`src/rtl/uart_rx_pkg.sv`:
```
// Shared types and constants for the uart_rx receiver: FSM state encoding,
// data width, minimum baud divisor and the divisor calculation.
package uart_rx_pkg;

  localparam int DATA_W  = 8;
  localparam int MIN_DIV = 4;

  typedef enum logic [2:0] {
    ST_IDLE,
    ST_START,
    ST_DATA,
    ST_PARITY,
    ST_STOP,
    ST_BREAK
  } state_e;

  function automatic int calc_div(input int clk_freq, input int baud_rate);
    return clk_freq / baud_rate;
  endfunction

endpackage

```
`src/rtl/uart_rx_sync.sv`:
```
// 2-FF synchroniser for the serial line, resetting to the idle level (1).
// With UART_RX_GLITCH_FILTER_EN defined, a 3-sample majority vote follows it.
module uart_rx_sync (
  input  logic clk,
  input  logic rst_n,
  input  logic rx_i,
  output logic rxs_o
);

  logic [1:0] sync_q;

  always_ff @(posedge clk or negedge rst_n) begin
    if (!rst_n) begin
      sync_q <= 2'b11;
    end else begin
      sync_q <= {sync_q[0], rx_i};
    end
  end

`ifdef UART_RX_GLITCH_FILTER_EN
  // Window = current synchroniser output plus two history taps, so the
  // filtered line lags the plain one by exactly one cycle.
  logic [1:0] hist_q;

  always_ff @(posedge clk or negedge rst_n) begin
    if (!rst_n) begin
      hist_q <= 2'b11;
    end else begin
      hist_q <= {hist_q[0], sync_q[1]};
    end
  end

  assign rxs_o = (sync_q[1] & hist_q[0]) | (sync_q[1] & hist_q[1]) | (hist_q[0] & hist_q[1]);
`else
  assign rxs_o = sync_q[1];
`endif

endmodule

```
`src/rtl/uart_rx.sv`:
```
// 8N1 / 8E1 UART receiver: FSM, baud counter, shift register, output registers.
// Optional majority filter on the line via UART_RX_GLITCH_FILTER_EN (see uart_rx_sync).
module uart_rx
  import uart_rx_pkg::*;
#(
  parameter int CLK_FREQ  = 25_000_000,
  parameter int BAUD_RATE = 781250,
  parameter int PARITY_EN = 0
) (
  input  logic              clk,
  input  logic              rst_n,
  input  logic              rx,
  input  logic              rx_en,
  output logic [DATA_W-1:0] data_o,
  output logic              word_done,
  output logic              parity_err_o,
  output logic              frame_err_o,
  output logic              busy_o
);

  localparam int DIV   = calc_div(CLK_FREQ, BAUD_RATE);
  localparam int CNT_W = $clog2(DIV);
  localparam int IDX_W = $clog2(DATA_W);
  localparam logic [CNT_W-1:0] CNT_HALF = CNT_W'(DIV / 2 - 1);
  localparam logic [CNT_W-1:0] CNT_LAST = CNT_W'(DIV - 1);
  localparam logic [IDX_W-1:0] IDX_LAST = IDX_W'(DATA_W - 1);

  if (DIV < MIN_DIV) begin : g_div_check
    $error("uart_rx: CLK_FREQ/BAUD_RATE must be at least 4");
  end

  logic rxs;

  uart_rx_sync u_sync (
    .clk   (clk),
    .rst_n (rst_n),
    .rx_i  (rx),
    .rxs_o (rxs)
  );

  state_e            state_q, state_d;
  logic [CNT_W-1:0]  cnt_q, cnt_d;
  logic [IDX_W-1:0]  idx_q, idx_d;
  logic [DATA_W-1:0] shift_q, shift_d;
  logic              par_q, par_d;
  logic              stop_q, stop_d;
  logic              done_q, done_d;
  logic [DATA_W-1:0] data_q;
  logic              word_done_q, perr_q, ferr_q;

  always_ff @(posedge clk or negedge rst_n) begin
    if (!rst_n) begin
      state_q <= ST_IDLE;
      cnt_q   <= '0;
      idx_q   <= '0;
      shift_q <= '0;
      par_q   <= 1'b0;
      stop_q  <= 1'b1;
      done_q  <= 1'b0;
    end else begin
      state_q <= state_d;
      cnt_q   <= cnt_d;
      idx_q   <= idx_d;
      shift_q <= shift_d;
      par_q   <= par_d;
      stop_q  <= stop_d;
      done_q  <= done_d;
    end
  end

  always_comb begin
    state_d = state_q;
    cnt_d   = cnt_q + 1'b1;
    idx_d   = idx_q;
    shift_d = shift_q;
    par_d   = par_q;
    stop_d  = stop_q;
    done_d  = 1'b0;
    unique case (state_q)
      ST_IDLE: begin
        if (rx_en && !rxs) begin
          state_d = ST_START;
          cnt_d   = '0;
        end
      end
      ST_START: begin
        if (cnt_q == CNT_HALF) begin
          cnt_d = '0;
          if (rxs) begin
            state_d = ST_IDLE;
          end else begin
            state_d = ST_DATA;
            idx_d   = '0;
            par_d   = 1'b0;
          end
        end
      end
      ST_DATA: begin
        if (cnt_q == CNT_LAST) begin
          cnt_d   = '0;
          shift_d = {rxs, shift_q[DATA_W-1:1]};
          par_d   = par_q ^ rxs;
          idx_d   = idx_q + 1'b1;
          if (idx_q == IDX_LAST) begin
            state_d = (PARITY_EN != 0) ? ST_PARITY : ST_STOP;
          end
        end
      end
      ST_PARITY: begin
        if (cnt_q == CNT_LAST) begin
          cnt_d   = '0;
          par_d   = par_q ^ rxs;
          state_d = ST_STOP;
        end
      end
      ST_STOP: begin
        if (cnt_q == CNT_LAST) begin
          // IDLE is re-entered here so a back-to-back start edge is not missed
          cnt_d   = '0;
          stop_d  = rxs;
          done_d  = 1'b1;
          state_d = rxs ? ST_IDLE : ST_BREAK;
        end
      end
      ST_BREAK: begin
        cnt_d = '0;
        if (rxs) begin
          state_d = ST_IDLE;
        end
      end
      default: begin
        state_d = ST_IDLE;
        cnt_d   = '0;
      end
    endcase
  end

  always_ff @(posedge clk or negedge rst_n) begin
    if (!rst_n) begin
      data_q      <= '0;
      word_done_q <= 1'b0;
      perr_q      <= 1'b0;
      ferr_q      <= 1'b0;
    end else begin
      word_done_q <= done_q;
      if (done_q) begin
        data_q <= shift_q;
        perr_q <= (PARITY_EN != 0) && par_q;
        ferr_q <= !stop_q;
      end
    end
  end

  assign data_o       = data_q;
  assign word_done    = word_done_q;
  assign parity_err_o = perr_q;
  assign frame_err_o  = ferr_q;
  assign busy_o       = (state_q != ST_IDLE);

endmodule

```
`config.mk`:
```
export PLATFORM = sky130hd
export DESIGN_NAME = uart_rx
export DESIGN_NICKNAME = d
export VERILOG_FILES = /design/src/rtl/uart_rx_pkg.sv /design/src/rtl/uart_rx_sync.sv /design/src/rtl/uart_rx.sv
export SDC_FILE = /design/constraint.sdc
export NUM_CORES = 1
export LEC_CHECK = 0
export ABC_CLOCK_PERIOD_IN_PS = 6200
export BUFFER_PORTS_ARGS = -buffer_cell sky130_fd_sc_hd__buf_4
export CAP_MARGIN = 25
export CORE_AREA = 2 2 62 64
export DETAILED_ROUTE_END_ITERATION = 10
export DIE_AREA = 0 0 64 66
export PLACE_DENSITY = 0.63
export SLEW_MARGIN = 20
export SYNTH_ARGS = -nofsm -noshare
export SYNTH_HDL_FRONTEND = slang
export SYNTH_HIERARCHICAL = 1
export SYNTH_SLANG_ARGS = --single-unit
```
`constraint.sdc`:
```
create_clock -name clk -period 6.2 [get_ports clk]
set_clock_uncertainty 0.2 [all_clocks]
set_input_delay 1.24 -clock clk [delete_from_list [all_inputs] [get_ports clk]]
set_output_delay 1.24 -clock clk [all_outputs]
set_load 0.01 [all_outputs]
```
==> impl_metrics.json, run 1 <==
{
  "gp_congestion": 0.755,
  "first_iter_violations": 22,
  "cts.root.buffer_cell": "clkbuf_4",
  "grt_pass1_wl_mm": 4.20,
  "wl_per_cell_um": 13.5,
  "layout-drive-gt1-share_pct": 38.9,
  "crit_slowest_cell": "dfrtp_1",
  "initial_core_util_pct": 43.1,
  "grt_max_degree": 34,
  "yosysUniqueCellTypes": 41,
  "worstPathMaxFanout": 11,
  "cp-start-kind": "flip-flop",
  "via_count": 908,
  "hold_class": "reg -> reg",
  "cts_sinks": 33,
  "viasPerCell": 5.07,
  "cts_buffers": 5,
  "yosys_warnings": 6,
  "fp.dieW_um": 64,
  "antennaDiodeCount": 0,
  "synth_fp_nets": 125,
  "cp.arrival_ps": 1400,
  "drc": 0,
  "firstDrtPassIters": 4,
  "clk_pin_slew_worst_paths_ps": 90,
  "finalCritPeriodShare_pct": 45.9,
  "syn2layout_area_growth_pct": 13.9,
  "die_h_um": 66,
  "yosys_register_bits": 33,
  "gr-usage-all-layers_pct": 13.5,
  "grt_pass1_vias": 937,
  "fmax_ghz": 0.352,
  "cp-end-kind": "output port",
  "power_leakage_uw": 0.000842,
  "worst-path-buf-inv": 1,
  "startpoint": "state_q[2]",
  "cp_cell_sequence": "nor2_2 > nand2_1 > buf_4",
  "yosysSeqAreaShare_pct": 54.3,
  "reg2reg_from": "cnt_q[0]",
  "cap_violations": 0,
  "io_buffers": 14,
  "r2r_end": "shift_q[6]",
  "avgSynthCellArea_um2": 13.3,
  "critical_path_depth": 3,
  "ir_drop_mv": 0.113,
  "rows": 22,
  "crit_path_end": "busy_o",
  "cts_max_level": 2,
  "setup_viol": 0,
  "slew_viol_final": 0,
  "outcome": "completed",
  "core_mm2": 0.00355,
  "worstPathRequired_ps": 4760,
  "reg2reg_slack_ps": 3850,
  "ctsResizeCount": 0,
  "antenna_found_initial": 0,
  "tns_ps": 0,
  "stdcell_count": 179,
  "critPathTopFamily": "flip-flops",
  "holdBufCountCts": 0,
  "clock_latency_ps": 320,
  "rsz0062_at_grt": "no",
  "drtAntennaViolNets": 0,
  "die_area_mm2": 0.00422,
  "power_density_mw_per_mm2": 253,
  "dp_hpwl_mm": 1.65,
  "drt_wl_total_mm": 2.41,
  "fill_cells": 312,
  "critPathKind": "reg -> out",
  "cts_setup_buffers": 0,
  "num_io_pins": 16,
  "worstRegToRegCells": 6,
  "netlist_instances": 115,
  "synth_area_mm2": 0.00153,
  "cts_buffer_depth": 2,
  "hold_violations": 0,
  "gr-total-overflow": 0,
  "nets": 140,
  "period_needed_ps": 2840,
  "cpPeakStageDelay_ps": 540,
  "cts_tree": "yes",
  "post-place-cells": 171
}
worst reg2reg max path: stages, from the launching register on:
cell      delay, ps
dfrtp_1         380
ha_1            180
and3_1          220
ha_1            410
nor4bb_1        260
buf_4           240
mux2_2          350
layout by cell type, fill, tap and decap left out, drive strengths merged, types with 3 or more instances in the layout:
cell / instances
buf: 15
clkbuf: 7
dfrtp: 30
dfstp: 3
ha: 6
inv: 6
mux2: 18
nand2: 4
nor2: 4
nor2b: 3
nor3: 4
o21ai: 3
Yosys cell counts (all sizes together):
cell type	instances	area share, %
a211oi	1	1.3
a21oi	1	0.33
a22o	1	0.57
a22oi	1	0.49
a2bb2oi	1	1.7
a32o	1	0.65
and3	1	0.41
and3b	1	0.57
buf	7	2.9
conb	1	0.25
dfrtp	30	49
dfstp	3	5.2
ha	6	4.9
inv	6	1.5
mux2	18	13
mux2i	1	0.65
nand2	4	0.98
nand2b	1	0.41
nand3	2	0.65
nand3b	1	0.49
nand4bb	1	0.74
nor2	4	1.1
nor2b	3	1.2
nor3	4	2.3
nor3b	1	0.82
nor4bb	1	0.65
o211ai	1	0.49
o21a	2	1.1
o21ai	3	0.98
o21bai	2	0.98
o221ai	1	0.98
o22ai	1	0.41
or3b	1	0.74
xnor2	1	0.57
xor2	1	0.57
kinds of logic (layout without fill, tap and decap cells):
kind of cell,after synthesis,after routing,share of synthesized area [%]
compound gates,16,16,9.98
xor+xnor,2,2,1.15
fa+ha+maj,6,6,4.91
buf+inv,13,29,4.42
flops,33,33,54.3
mux,19,19,13.9
other cells,1,1,0.245
simple gates,25,25,11.1
worst min-delay path by stage:
stage               slack, ps  depth (start not counted)        startpoint          endpoint
detailed placement        150                          0  u_sync/sync_q[0]  u_sync/sync_q[1]
global route              170                          0  u_sync/sync_q[0]  u_sync/sync_q[1]
floorplan                 150                          0  u_sync/sync_q[0]  u_sync/sync_q[1]
finish                    160                          0  u_sync/sync_q[0]  u_sync/sync_q[1]
CTS                       160                          0  u_sync/sync_q[0]  u_sync/sync_q[1]
global placement          150                          0  u_sync/sync_q[0]  u_sync/sync_q[1]
routing by layer:
metal  global-route usage, %  up-vias  routed length [um]
li1                        -      429                   -
met1                    16.1      455                1080
met2                    21.5       15                1180
met3                    3.24        9                  77
met4                    9.51        0                  74
met5                       0        -                   0
stage by stage:
stage | hold slack [ps] | total power (uW) | utilization (%) | cell area, um^2 | setup slack (ps)
after CTS | 158 | 448 | 49.0 | 1740 | 3330
after global routing | 175 | 465 | 49.0 | 1740 | 3260
after detailed placement | 147 | 280 | 46.7 | 1660 | 3710
after global placement | 146 | 278 | 46.7 | 1660 | 3770
final | 159 | 440 | 49.0 | 1740 | 3360
after floorplan | 145 | 269 | - | 1530 | 3880
report_power, final:
group / switching, uW / internal (uW) / leakage (uW)
Sequential: 12.2 / 226 / 0.000443
Combinational: 17.6 / 18.9 / 0.000354
Clock: 68.6 / 96.3 / 0.0000455
sequential cells by signal, indices dropped and copies added, names as in the netlist:
| register | flops |
|---|---|
| data_o | 8 |
| shift_q | 8 |
| cnt_q | 5 |
| idx_q | 3 |
| state_q | 3 |
| u_sync/sync_q | 2 |
| done_q | 1 |
| frame_err_o | 1 |
| stop_q | 1 |
| word_done | 1 |
cell type report:
cell class,count,area (um^2),area share [%]
sequential,33,830,47.6
multi-input combinational,69,632,36.3
timing repair buffer,15,113,6.47
tap,48,60.1,3.45
clock buffer,7,55.1,3.16
clock inverter,1,30.0,1.72
inverter,6,22.5,1.29
Note: power is estimated with default switching activity, not from simulation.
==> run 2, diff against run 1 <==
--- a/config.mk
+++ b/config.mk
@@ -5,13 +5,13 @@
 export SDC_FILE = /design/constraint.sdc
 export NUM_CORES = 1
 export LEC_CHECK = 0
-export ABC_CLOCK_PERIOD_IN_PS = 6200
+export ABC_CLOCK_PERIOD_IN_PS = 2400
 export BUFFER_PORTS_ARGS = -buffer_cell sky130_fd_sc_hd__buf_4
 export CAP_MARGIN = 25
 export CORE_AREA = 2 2 62 64
 export DETAILED_ROUTE_END_ITERATION = 10
 export DIE_AREA = 0 0 64 66
-export PLACE_DENSITY = 0.63
+export PLACE_DENSITY = 0.65
 export SLEW_MARGIN = 20
 export SYNTH_ARGS = -nofsm -noshare
 export SYNTH_HDL_FRONTEND = slang
==> constraint.sdc (replaced) <==
create_clock -name clk -period 2.4 [get_ports clk]
set_clock_uncertainty 0.2 [all_clocks]
set_input_delay 0.48 -clock clk [delete_from_list [all_inputs] [get_ports clk]]
set_output_delay 0.48 -clock clk [all_outputs]
set_load 0.01 [all_outputs]
==> run 2 against run 1 <==
  * Clock-buffer cell count is the same
  * Via count is 2.4% lower
  * Combinational power grew to 2.6 times the previous value
  * Sequential power rose to 2.6 times the previous value
  * Critical path depth up 4
  * Largest cell class unchanged
  * First-iteration DRC count is 14% lower
==> impl_metrics.json, run 2 (synthesis gave the netlist of run 1 again) <==
{
  "outcome": "completed",
  "fin_ws_ps": 268,
  "cts_sinks": 33,
  "core_mm2": 0.00355,
  "io_buffers": 14,
  "fill_cells": 326,
  "tns_ps": 0,
  "layout-drive-gt1-share_pct": 39.1,
  "drc": 0,
  "top_layer": "met4",
  "grt_max_degree": 34,
  "first_iter_violations": 19,
  "utilization_pct": 49.5,
  "setup_viol": 0,
  "hold_violations": 0,
  "cts_setup_buffers": 0,
  "power_density_mw_per_mm2": 651,
  "fmax_ghz": 0.469,
  "final_cell_mix": "30 x dfrtp_1, 16 x mux2_2, 16 x buf_4",
  "antenna_found_initial": 0,
  "power_leakage_uw": 0.000852,
  "cpPeakStageDelay_ps": 410,
  "cp_cell_sequence": "ha_1 > and3_1 > ha_1 > buf_4 > nor2b_1 > mux2_2 > a22o_1",
  "drt_wl_total_mm": 2.30,
  "cp_common_cell": "ha_1",
  "viasPerCell": 4.90,
  "via_count": 886,
  "rows": 22,
  "cap_violations": 0,
  "grt_pass1_wl_mm": 4.10,
  "whs_ps": 44.8,
  "grt_pass1_vias": 897,
  "nets": 142,
  "cp-start-kind": "flip-flop",
  "clock_latency_ps": 330,
  "rsz0062_at_grt": "no",
  "period_needed_ps": 2130,
  "ir_drop_mv": 0.429,
  "fp.dieW_um": 64,
  "cts_tree": "yes",
  "syn2layout_area_growth_pct": 15.1,
  "worstPathMaxFanout": 8,
  "initial_core_util_pct": 43.1,
  "die_h_um": 66,
  "worst-path-buf-inv": 1,
  "wl_met1_mm": 1.04,
  "cts_buffer_depth": 2,
  "ctsResizeCount": 0,
  "gr-total-overflow": 0,
  "num_io_pins": 16,
  "critPathTopFamily": "adder cells",
  "post-place-cells": 172,
  "dp_hpwl_mm": 1.59,
  "wl_per_cell_um": 12.7,
  "slew_viol_final": 0,
  "cts.root.buffer_cell": "clkbuf_4",
  "routed-wl-met3_um": 69,
  "die_area_mm2": 0.00422,
  "gp_congestion": 0.812,
  "hold_class": "in -> reg",
  "wl_met2_mm": 1.13,
  "drtAntennaViolNets": 0,
  "critPathKind": "reg -> reg",
  "antennaDiodeCount": 0,
  "clk_pin_slew_worst_paths_ps": 100,
  "stdcell_count": 181,
  "dpl_worst_slack_ps": 291,
  "gr-usage-all-layers_pct": 13.1,
  "cp.arrival_ps": 2150,
  "worstPathRequired_ps": 2420,
  "cts_buffers": 5,
  "firstDrtPassIters": 3,
  "finalCritPeriodShare_pct": 88.8,
  "crit_slowest_cell": "dfrtp_1",
  "cp-end-kind": "flip-flop",
  "final_common_cell": "dfrtp_1",
  "cts_max_level": 2
}
## run 2: changes by cell type in the layout (fill, tap and decap cells not counted), sizes merged
| cell | before | now |
|---|---|---|
| buf | 15 | 16 |
| dlygate4sd3 | 0 | 1 |
## run 2: routing by layer
layer / vias to the layer above / global-route usage, %
met5: - / 0
met4: 0 / 9.78
met3: 6 / 3.07
met2: 11 / 19.9
met1: 438 / 16.1
li1: 431 / -
## run 2: path summary, 6_finish.rpt
path                                     to  slack (ps)              from  cells past startpoint
min in group asynchronous          cnt_q[4]         410             rst_n                      2
max reg2reg                        idx_q[0]         270          cnt_q[0]                      7
max in group asynchronous            stop_q        1260             rst_n                      2
max                                idx_q[0]         270          cnt_q[0]                      7
min                        u_sync/sync_q[0]          40                rx                      1
min reg2reg                u_sync/sync_q[1]         170  u_sync/sync_q[0]                      0
## run 2: timing repair
action,in CTS,in global routing
setup endpoints to repair,0,0
hold buffers,1,0
endpoints found under the hold margin,30,0
## run 2: metrics by stage
step                      instance area (um^2)  total power, uW
after detailed placement                  1660              724
after CTS                                 1760             1160
after global routing                      1760             1200
after floorplan                           1530              696
after global placement                    1660              717
final                                     1760             1140
## run 2: report_power, final
group | internal [uW] | switching (uW)
registers | 585 | 32.2
logic | 49.4 | 46.4
clock network | 249 | 183
## run 2: worst register-to-register path: stages, from the launching register on
cell and delay (ps):
dfrtp_1 410, ha_1 230, and3_1 220, ha_1 200, buf_4 160, nor2b_1 130, mux2_2 290, a22o_1 180
## run 2: layout make-up
| cell class | count | area (um^2) | share of cell area, % |
|---|---|---|---|
| timing repair buffer | 17 | 130 | 7.40 |
| inverter | 6 | 22.5 | 1.28 |
| clock inverter | 1 | 30.0 | 1.71 |
| sequential | 33 | 830 | 47.2 |
| multi-input combinational | 69 | 632 | 35.9 |
| clock buffer | 7 | 55.1 | 3.13 |
| tap | 48 | 60.1 | 3.41 |
